===== src/rtl/counter_bcd.sv =====
// Up/down counter with synchronous preload, plus a free-running sequential
// binary-to-BCD converter (double-dabble, one bit per clock).
//
// state | meaning
// ------+-------------------------------------------------------------
// IDLE  | one cycle; snapshot count, clear scratch, start conversion
// CONV  | WIDTH cycles; one add-3/shift step per edge, publish on last
module counter_bcd #(
    parameter int WIDTH  = 8,
    parameter int DIGITS = 3
) (
    input  logic                  clk,
    input  logic                  rst,
    input  logic                  en,
    input  logic                  up,
    input  logic                  ld,
    input  logic [WIDTH-1:0]      v,
    output logic [WIDTH-1:0]      count,
    output logic [4*DIGITS-1:0]   bcd,
    output logic                  bcd_valid,
    output logic                  bcd_upd,
    output logic                  busy
);

    localparam int SW = 4 * DIGITS;
    localparam int IW = (WIDTH > 1) ? $clog2(WIDTH) : 1;
    localparam logic [IW-1:0] ITER_LAST = IW'(WIDTH - 1);

    typedef enum logic {
        IDLE = 1'b0,
        CONV = 1'b1
    } state_t;

    state_t          state;
    logic [IW-1:0]   iter;
    logic [WIDTH-1:0] snap;
    logic [SW-1:0]   scratch;

    logic [SW-1:0]    scratch_adj;
    logic [SW-1:0]    scratch_nxt;
    logic [WIDTH-1:0] snap_nxt;

    always_ff @(posedge clk) begin
        if (!rst) begin
            count <= '0;
        end else if (ld) begin
            count <= v;
        end else if (en) begin
            count <= up ? count + 1'b1 : count - 1'b1;
        end
    end

    // Add-3 is per nibble; a digit never exceeds 9 here, so no cross-nibble carry.
    always_comb begin
        scratch_adj = scratch;
        for (int d = 0; d < DIGITS; d++) begin
            if (scratch[4*d +: 4] >= 4'd5) begin
                scratch_adj[4*d +: 4] = scratch[4*d +: 4] + 4'd3;
            end
        end
        {scratch_nxt, snap_nxt} = {scratch_adj, snap} << 1;
    end

    always_ff @(posedge clk) begin
        if (!rst) begin
            state     <= IDLE;
            iter      <= '0;
            snap      <= '0;
            scratch   <= '0;
            bcd       <= '0;
            bcd_valid <= 1'b0;
            bcd_upd   <= 1'b0;
            busy      <= 1'b0;
        end else begin
            bcd_upd <= 1'b0;
            case (state)
                IDLE: begin
                    snap    <= count;
                    scratch <= '0;
                    iter    <= '0;
                    state   <= CONV;
                    busy    <= 1'b1;
                end
                CONV: begin
                    scratch <= scratch_nxt;
                    snap    <= snap_nxt;
                    iter    <= iter + 1'b1;
                    if (iter == ITER_LAST) begin
                        bcd       <= scratch_nxt;
                        bcd_valid <= 1'b1;
                        bcd_upd   <= (scratch_nxt != bcd);
                        state     <= IDLE;
                        busy      <= 1'b0;
                    end
                end
                default: begin
                    state <= IDLE;
                    busy  <= 1'b0;
                end
            endcase
        end
    end

endmodule


===== config.mk =====
export PLATFORM = sky130hd
export DESIGN_NAME = counter_bcd
export DESIGN_NICKNAME = d
export VERILOG_FILES = /design/src/rtl/counter_bcd.sv
export SDC_FILE = /design/constraint.sdc
export NUM_CORES = 1
export LEC_CHECK = 0
export BUFFER_PORTS_ARGS = -buffer_cell sky130_fd_sc_hd__buf_4
export CELL_PAD_IN_SITES_DETAIL_PLACEMENT = 1
export CELL_PAD_IN_SITES_GLOBAL_PLACEMENT = 1
export CORE_MARGIN = 3
export CORE_UTILIZATION = 35
export DETAILED_ROUTE_END_ITERATION = 16
export PLACE_DENSITY = 0.66
export SYNTH_ARGS = -nofsm -noshare
export SYNTH_HDL_FRONTEND = slang
export SYNTH_SLANG_ARGS = --single-unit

===== constraint.sdc =====
create_clock -name clk -period 3.5 [get_ports clk]
set_input_delay 0.35 -clock clk [delete_from_list [all_inputs] [get_ports clk]]
set_output_delay 0.35 -clock clk [all_outputs]
set_load 0.1 [all_outputs]

* Word-level counts from Yosys, hierarchy flattened
Index checks and enable logic that the tools add are counted.
Cells by class: add/subtract/negate cells 6, $lt $le $gt $ge 3, equal/unequal tests 3, muxes and demuxes 13, bitwise operators 1, reductions and logical operators 3
Operators by type and width (number):
- two-way mux 8 bit | 3
- one-hot mux 12 bit (2 select lines) | 1
- one-hot mux 8 bit (2 select lines) | 1
- >= comparator 4 x 3 -> 1 bit, second input constant | 3
- != test 12 bit | 1
- adder 4 x 2 -> 4 bit, second input constant | 2
- adder 8 x 1 -> 8 bit, second input constant | 1
- two-way mux 4 bit | 2
- subtractor 8 x 1 -> 8 bit, second input constant | 1
- one-hot mux 3 bit (2 select lines) | 1
- one-hot mux 1 bit (2 select lines) | 2
- adder 3 x 1 -> 3 bit, second input constant | 1
- adder 3 x 2 -> 3 bit, second input constant | 1
- == test 3 bit, second input constant | 1
- two-way mux 3 bit | 1
- AND reduction 3 bit | 1
- two-way mux 1 bit | 2
- != test 2 x 1 -> 1 bit, second input constant | 1
- AND reduction 2 bit | 1
- nonzero test 2 bit | 1
- inverter 1 bit | 1
Word-level totals: bits in registers 47, bits of input ports 13, logic and storage cells 38

* Longest topological paths before layout
Gate-level depths: netlist (run 1).
depth in word-level cells 4, depth in mapped cells 8, mapped depth without buffers 8

* Least setup slack after synthesis (run 1)
No wires, ideal clock.
path kind reg2reg, from register count[1], to register count[5], setup time 132 ps, arrival time 2251 ps, required time 3368 ps, slack 1117 ps, stages on the path, launching flop included 8, buffers on the path 0, cell sequence dfxtp_1 ha_1 a21o_1 a21oi_1 o21ai_0 xor2_1 mux2i_1 a21oi_1
On the way: longest elaborated chain between the ends 4, elaborated cells between the ends (all ways) 5, those cells by class 2 x add/sub; 3 x mux
RTL lines:
- start, declared | line 18 | output logic [WIDTH-1:0] count,
- start signal, assigned | line 47 | count <= v;
- start signal, assigned | line 49 | count <= up ? count + 1'b1 : count - 1'b1;
- subtractor 8 x 1 -> 8 bit / adder 8 x 1 -> 8 bit (equally long branches) | line 49
- two-way mux 8 bit * | line 49
- two-way mux 8 bit * | line 48 | end else if (en) begin
- two-way mux 8 bit * | line 46 | end else if (ld) begin
Mark *: on every way between the ends. The rest lies on a longest branch, timed or not. The select of a mux whose other input is x is not followed. A chain may end at the register's enable or synchronous reset.

* Worst setup path in the final report (run 1)
from register scratch[4], to register bcd_upd
On the way: longest elaborated chain between the ends 3, elaborated cells between the ends (all ways) 4, those cells by class 1 x add/sub; 1 x order compare; 1 x eq/ne; 1 x mux
RTL lines:
- start, declared | line 37 | logic [SW-1:0] scratch;
- start signal, assigned | line 85 | scratch <= scratch_nxt;
- adder 4 x 2 -> 4 bit / >= comparator 4 x 3 -> 1 bit (equally long branches) | line 58, 57
- two-way mux 4 bit * | line 57 | if (scratch[4*d +: 4] >= 4'd5) begin
- != test 12 bit * | line 91 | bcd_upd <= (scratch_nxt != bcd);
- end signal, assigned | line 91
- end, declared | line 21 | output logic bcd_upd,
Mark *: on every way between the ends. The rest lies on a longest branch, timed or not.

==> impl_metrics.env, run 1 <==
export IMPL_switching_share=0.283
export IMPL_first_iter_violations=51
export IMPL_synthCells=232
export IMPL_yosys_cell_count_top_type="dfxtp_1"
export IMPL_maxCapViolations=0
export IMPL_grtUsageTotal=0.143
export IMPL_synth_seq_cells=47
export IMPL_fill_cells=708
export IMPL_clock_root_buffer="clkbuf_8"
export IMPL_clock_fmax_ghz=0.519
export IMPL_hold_start="v[1]"
export IMPL_dieArea_um2=7430
export IMPL_core_area_um2=6060
export IMPL_dp_hpwl_mm=3.71
export IMPL_reg2reg_from="scratch[4]"
export IMPL_cp_end_kind="register"
export IMPL_antenna_found_initial=0
export IMPL_seqPwrFrac=0.479
export IMPL_min_period_ps=1930
export IMPL_ff2ff_setup_slack_ps=1570
export IMPL_viasPerCell=4.96
export IMPL_pre_cts_ws_ps=1360
export IMPL_crit_family="simple AND/OR/NAND/NOR gates"
export IMPL_cts_resized=0
export IMPL_fin_setup_tns_ps=0
export IMPL_max_slew_margin_rel=0.582
export IMPL_p_int_mw=0.854
export IMPL_outcome="finished, final reports clean"
export IMPL_ant_nets=0
export IMPL_wl_per_cell_um=14.7
export IMPL_fin_skew_ps=6.13
export IMPL_drt_total_wl_mm=5.04
export IMPL_synthSimpleGateAreaFrac=0.144
export IMPL_syn_nets=260
export IMPL_synthMuxAreaShare=0.0722
export IMPL_comb_power_share=0.173
export IMPL_cp_arrival_ps=2080
export IMPL_syn_to_final_growth_pct=19.7
export IMPL_yosysSeqAreaShare=0.418
export IMPL_multi_input_area_um2=1240
export IMPL_startpoint_type="register"
export IMPL_leakage_nw=1.19
export IMPL_die_x_um=86.2
export IMPL_startpoint="scratch[4]"
export IMPL_place_inst=334
export IMPL_syn_avg_cell_area_um2=9.71
export IMPL_vdd_drop_max_mv=0.240
export IMPL_hp_class="in -> reg"
export IMPL_port_buffers=35
export IMPL_diodes=0
export IMPL_power_density_nw_per_um2=442
export IMPL_synth_commonest_cells="47 x dfxtp_1, 17 x nand2_1, 17 x nor2_1, 16 x o21ai_0, 15 x a21oi_1"
export IMPL_clk_latency_ps=290
export IMPL_slew_viol_final=0
export IMPL_final_hold_viol_count=0
export IMPL_ys_types=39
export IMPL_cts_tree="built"
export IMPL_clockBufferDepth=2
export IMPL_ios=36
export IMPL_whs_ps=283
export IMPL_synth_top_family_by_area="compound AO/OA/AOI/OAI gates"
export IMPL_synth_compound_area_frac=0.146
export IMPL_endpoint="bcd_upd"
export IMPL_setup_viol=0
export IMPL_grt_overflow=0
export IMPL_reg2regPathDepth=8
export IMPL_nets=294
export IMPL_cp_max_fo=4
export IMPL_cts_num_sinks=47
export IMPL_p_clk_frac=0.348
export IMPL_initial_core_util=0.372
export IMPL_ys_async_sr_fraction=0
export IMPL_synth_top_area_cell="dfxtp_1"
export IMPL_synth_fa_ha_area_frac=0.0867
export IMPL_yosysTopAreaCellShare=0.418
export IMPL_critical_path_slowest_cell="dfxtp_1"
export IMPL_worst_slew_pin_slew_ps=626
export IMPL_synth_xor_area_share=0.102
export IMPL_critical_path_class="reg -> reg"
export IMPL_dr_pass1_iters=4
export IMPL_cts_buffers=5
export IMPL_worst_path_buf_inv=1
export IMPL_first_global_vias=1677
export IMPL_grt_max_degree=25
export IMPL_syn_cell_area_um2=2250
export IMPL_die_h_um=86.2
export IMPL_seqCellArea_um2=941
export IMPL_post_cts_buffers=0
export IMPL_yosys_warnings=0
export IMPL_clk_pin_slew_ps=90
export IMPL_netlist_top_cells_area="dfxtp_1 42%, ha_1 7.8%, mux2i_1 6.2%, xnor2_1 5.1%, o21ai_0 3.6%"
export IMPL_path_cells="inv_1, ha_1, nand2b_1, a21oi_2, xnor3_1, nor2_1, nor4b_2, a41oi_1"
export IMPL_drive_above_1_share=0.202
export IMPL_path_depth=8
export IMPL_grt_pass1_wl_mm=8.43
export IMPL_crit_path_max_incr_delay_ps=380
export IMPL_final_instance_count_excl_fill=342
export IMPL_fin_crit_sh=0.551
export IMPL_synth_edf_count=0
export IMPL_gp_congestion=0.755
export IMPL_cts_hold_buffers=0
export IMPL_switchingPower_mw=0.337
export IMPL_ctsHtreeMaxLevel=2
export IMPL_drc_errors=0
export IMPL_crit_required_ps=3650
export IMPL_rsz0062_at_grt="false"
export IMPL_ys_flop_type="dfxtp_1"
export IMPL_layout_setup_ws_ps=1570
export IMPL_num_rows=28
export IMPL_vias=1698
export IMPL_rr_endpoint="bcd_upd"
## cells in the final DEF (no fill, tap or decap), types with 2 or more instances in the layout
master / netlist / final
nor3b_1: 3 / 3
xnor3_1: 2 / 2
mux2i_1: 14 / 14
inv_1: 9 / 9
ha_1: 14 / 14
o211a_1: 2 / 2
mux2_2: 2 / 2
nand2b_1: 3 / 3
nor2_1: 17 / 17
a22o_1: 2 / 2
xnor2_1: 13 / 13
nor2b_1: 9 / 9
a21oi_2: 5 / 5
a21boi_0: 2 / 2
clkbuf_8: 0 / 6
a21oi_1: 15 / 15
xor2_1: 8 / 8
buf_4: 0 / 36
nand2_1: 17 / 17
a21o_1: 3 / 3
o21ai_0: 16 / 16
and3_1: 4 / 4
dfxtp_1: 47 / 47
## flip-flops by register name, summed over array words and instances (netlist names)
name,cells
iter,3
snap,8
bcd_valid,1
scratch,12
state,1
count,8
bcd,12
busy,1
bcd_upd,1
## routing by layer
metal  global-route usage  routed length [um]  vias up
met5                    0                   0        -
met4               0.0340                  50        0
li1                     -                   -      861
met1                0.205                2610      815
met2                0.223                2270       18
met3               0.0266                 108        4
## power by group through the flow
stage | combinational [mW] | sequential [mW] | clock [mW]
floorplan | 0.0954 | 0.643 | 0
global placement | 0.205 | 0.583 | 0
detailed placement | 0.207 | 0.582 | 0
CTS | 0.208 | 0.570 | 0.425
global route | 0.223 | 0.573 | 0.450
finish | 0.206 | 0.570 | 0.415
## through the flow
step / instance area [um^2] / util / power (mW)
after floorplan: 2250 / - / 0.738
after global placement: 2580 / 0.425 / 0.788
after detailed placement: 2580 / 0.425 / 0.789
after CTS: 2700 / 0.445 / 1.20
after global routing: 2700 / 0.445 / 1.25
final: 2700 / 0.445 / 1.19
## cell families (layout without fill, tap and decap cells)
group / Yosys count / count (layout)
compound gates: 52 / 52
xor+xnor: 23 / 23
buf+inv: 18 / 53
flops: 47 / 47
fa+ha+maj: 15 / 15
mux: 16 / 16
simple gates: 61 / 61
## final cells by class
type | count | share of cell area
inverter | 9 | 0.0125
timing repair buffer | 36 | 0.100
tap | 75 | 0.0348
clock inverter | 2 | 0.0130
sequential | 47 | 0.349
multi-input combinational | 167 | 0.460
clock buffer | 6 | 0.0306
## worst min path at each step
stage / endpoint / cells after the start
after floorplan: iter[0] / 1
after detailed placement: iter[0] / 1
after CTS: count[1] / 2
after global routing: count[1] / 2
final: count[1] / 2
after global placement: iter[0] / 1
(Power assumes the default switching activity.)
==> run 2: changes to the inputs <==
PLACE_DENSITY = 0.69   (was 0.66)
clock period = 1.6 ns   (was 3.5 ns; I/O delays follow)
==> run 2 against run 1 <==
Compared with the run above: the flow now finishes with violations (setup timing); utilization grew 11 points; non-clock buffer count is 45 higher; worst setup slack worse by 1700 ps; global-route usage grew 2.6 points; clock skew about the same; hold slack lost 200 ps; critical path type unchanged.
==> impl_metrics.env, run 2 (same netlist as run 1, synthesis figures left out) <==
export IMPL_diodes=0
export IMPL_first_global_vias=2038
export IMPL_num_rows=28
export IMPL_die_h_um=86.2
export IMPL_critical_path_class="reg -> reg"
export IMPL_hold_start="v[0]"
export IMPL_ctsHtreeMaxLevel=2
export IMPL_hold_path_end="count[0]"
export IMPL_power_density_nw_per_um2=772
export IMPL_core_area_um2=6060
export IMPL_worst_slew_pin_slew_ps=569
export IMPL_drt_total_wl_mm=6.26
export IMPL_ff2ff_setup_slack_ps=-170
export IMPL_fin_crit_sh=1.10
export IMPL_dr_wl_met2_mm=3.21
export IMPL_clock_fmax_ghz=0.566
export IMPL_grt_pass1_wl_mm=9.89
export IMPL_cp_end_kind="register"
export IMPL_layout_common_cells="75 x buf_4, 26 x dfxtp_1, 17 x nand2_1"
export IMPL_final_instance_count_excl_fill=387
export IMPL_maxCapViolations=0
export IMPL_initial_core_util=0.372
export IMPL_top_layer="met4"
export IMPL_ios=36
export IMPL_first_iter_violations=43
export IMPL_grt_overflow=0
export IMPL_wl_per_cell_um=16.2
export IMPL_antenna_found_initial=0
export IMPL_nets=339
export IMPL_max_slew_margin_rel=0.620
export IMPL_met3WireLength_um=158
export IMPL_startpoint="scratch[9]"
export IMPL_clockBufferDepth=2
export IMPL_hp_class="in -> reg"
export IMPL_final_common_cell="buf_4"
export IMPL_clock_root_buffer="clkbuf_8"
export IMPL_cp_max_fo=3
export IMPL_whs_ps=83.6
export IMPL_leakage_nw=1.48
export IMPL_dp_hpwl_mm=4.33
export IMPL_failed_checks="setup timing"
export IMPL_slew_viol_final=0
export IMPL_gp_congestion=0.772
export IMPL_drc_errors=0
export IMPL_min_period_ps=1770
export IMPL_reg2regPathDepth=8
export IMPL_clk_pin_slew_ps=90
export IMPL_cts_tree="built"
export IMPL_fin_skew_ps=6.14
export IMPL_startpoint_type="register"
export IMPL_vias=1891
export IMPL_ant_nets=0
export IMPL_final_hold_viol_count=0
export IMPL_die_x_um=86.2
export IMPL_rsz0062_at_grt="true"
export IMPL_grtUsageTotal=0.169
export IMPL_cts_num_sinks=47
export IMPL_syn_to_final_growth_pct=50.0
export IMPL_crit_required_ps=1820
export IMPL_reg2reg_from="scratch[9]"
export IMPL_cts_buffers=5
export IMPL_dieArea_um2=7430
export IMPL_drive_above_1_share=0.510
export IMPL_grt_max_degree=25
export IMPL_wl_met1_mm=2.84
export IMPL_vdd_drop_max_mv=0.616
export IMPL_setup_viol=5
export IMPL_cp_arrival_ps=1990
export IMPL_clk_latency_ps=300
export IMPL_dr_pass1_iters=4
export IMPL_layout_setup_ws_ps=-165
export IMPL_place_inst=368
export IMPL_port_buffers=35
export IMPL_hold_depth=2
export IMPL_rr_endpoint="bcd_upd"
export IMPL_top_regs="bcd x12, scratch x12"
export IMPL_viasPerCell=4.89
export IMPL_outcome="finished with violations"
export IMPL_fill_cells=674
run 2: changes by cell type in the layout (fill, tap and decap cells not counted), moves of 5 or more:
cell	change
buf_6	+5
a21oi_1	-6
dfxtp_4	+10
inv_1	-6
ha_4	+7
buf_4	+39
dfxtp_2	+11
dfxtp_1	-21
ha_1	-8
run 2: where the power goes:
| group | total (mW) | internal (mW) | switching [mW] |
|---|---|---|---|
| Clock | 0.798 | 0.405 | 0.393 |
| Sequential | 1.24 | 1.20 | 0.0360 |
| Combinational | 0.574 | 0.230 | 0.344 |
| Total | 2.61 | 1.84 | 0.773 |
run 2: worst max-delay path, cell delays in order (launching register included):
cell and delay [ps]:
dfxtp_2 340, inv_2 50, ha_2 160, nand2b_4 140
a21oi_4 170, mux2_4 340, xnor2_1 220, nor2_1 80
a41oi_1 200
run 2: how the worst max path moves through the flow:
stage                    end  slack (ps)  cells after the start
finish               bcd_upd        -170                      8
global route         bcd_upd        -320                      8
CTS                  bcd_upd        -180                      8
detailed placement  count[6]        -250                      9
global placement    count[6]        -210                      9
floorplan           count[6]        -120                      7
run 2: layout make-up:
cell class | instances | area, um^2 | share of cell area
well taps | 75 | 93.8 | 0.0278
flip-flops and latches | 47 | 992 | 0.294
multi-input cells | 167 | 1520 | 0.450
clock buffers | 8 | 101 | 0.0300
repair buffers | 81 | 629 | 0.186
inverters | 9 | 41.3 | 0.0122
run 2: timing repair:
item,CTS,global route
cloned,0,1
setup endpoints to repair,6,22
buffers inserted,1,11
resized for setup,2,43
hold buffers,0,0
pin swaps,1,13
run 2: stage by stage:
stage	setup TNS [ps]	total power, mW	utilization	instance area, um^2	setup slack (ps)
floorplan	-325	1.63	-	2420	-123
global placement	-720	1.78	0.495	3000	-207
detailed placement	-1150	1.79	0.495	3000	-248
CTS	-310	2.61	0.514	3120	-184
global route	-1210	2.76	0.557	3380	-316
finish	-314	2.61	0.557	3380	-165
run 2: metal layers:
metal | up-vias | track usage
met5 | - | 0
met4 | 0 | 0.0467
met3 | 5 | 0.0323
met2 | 22 | 0.287
met1 | 906 | 0.219
li1 | 958 | -
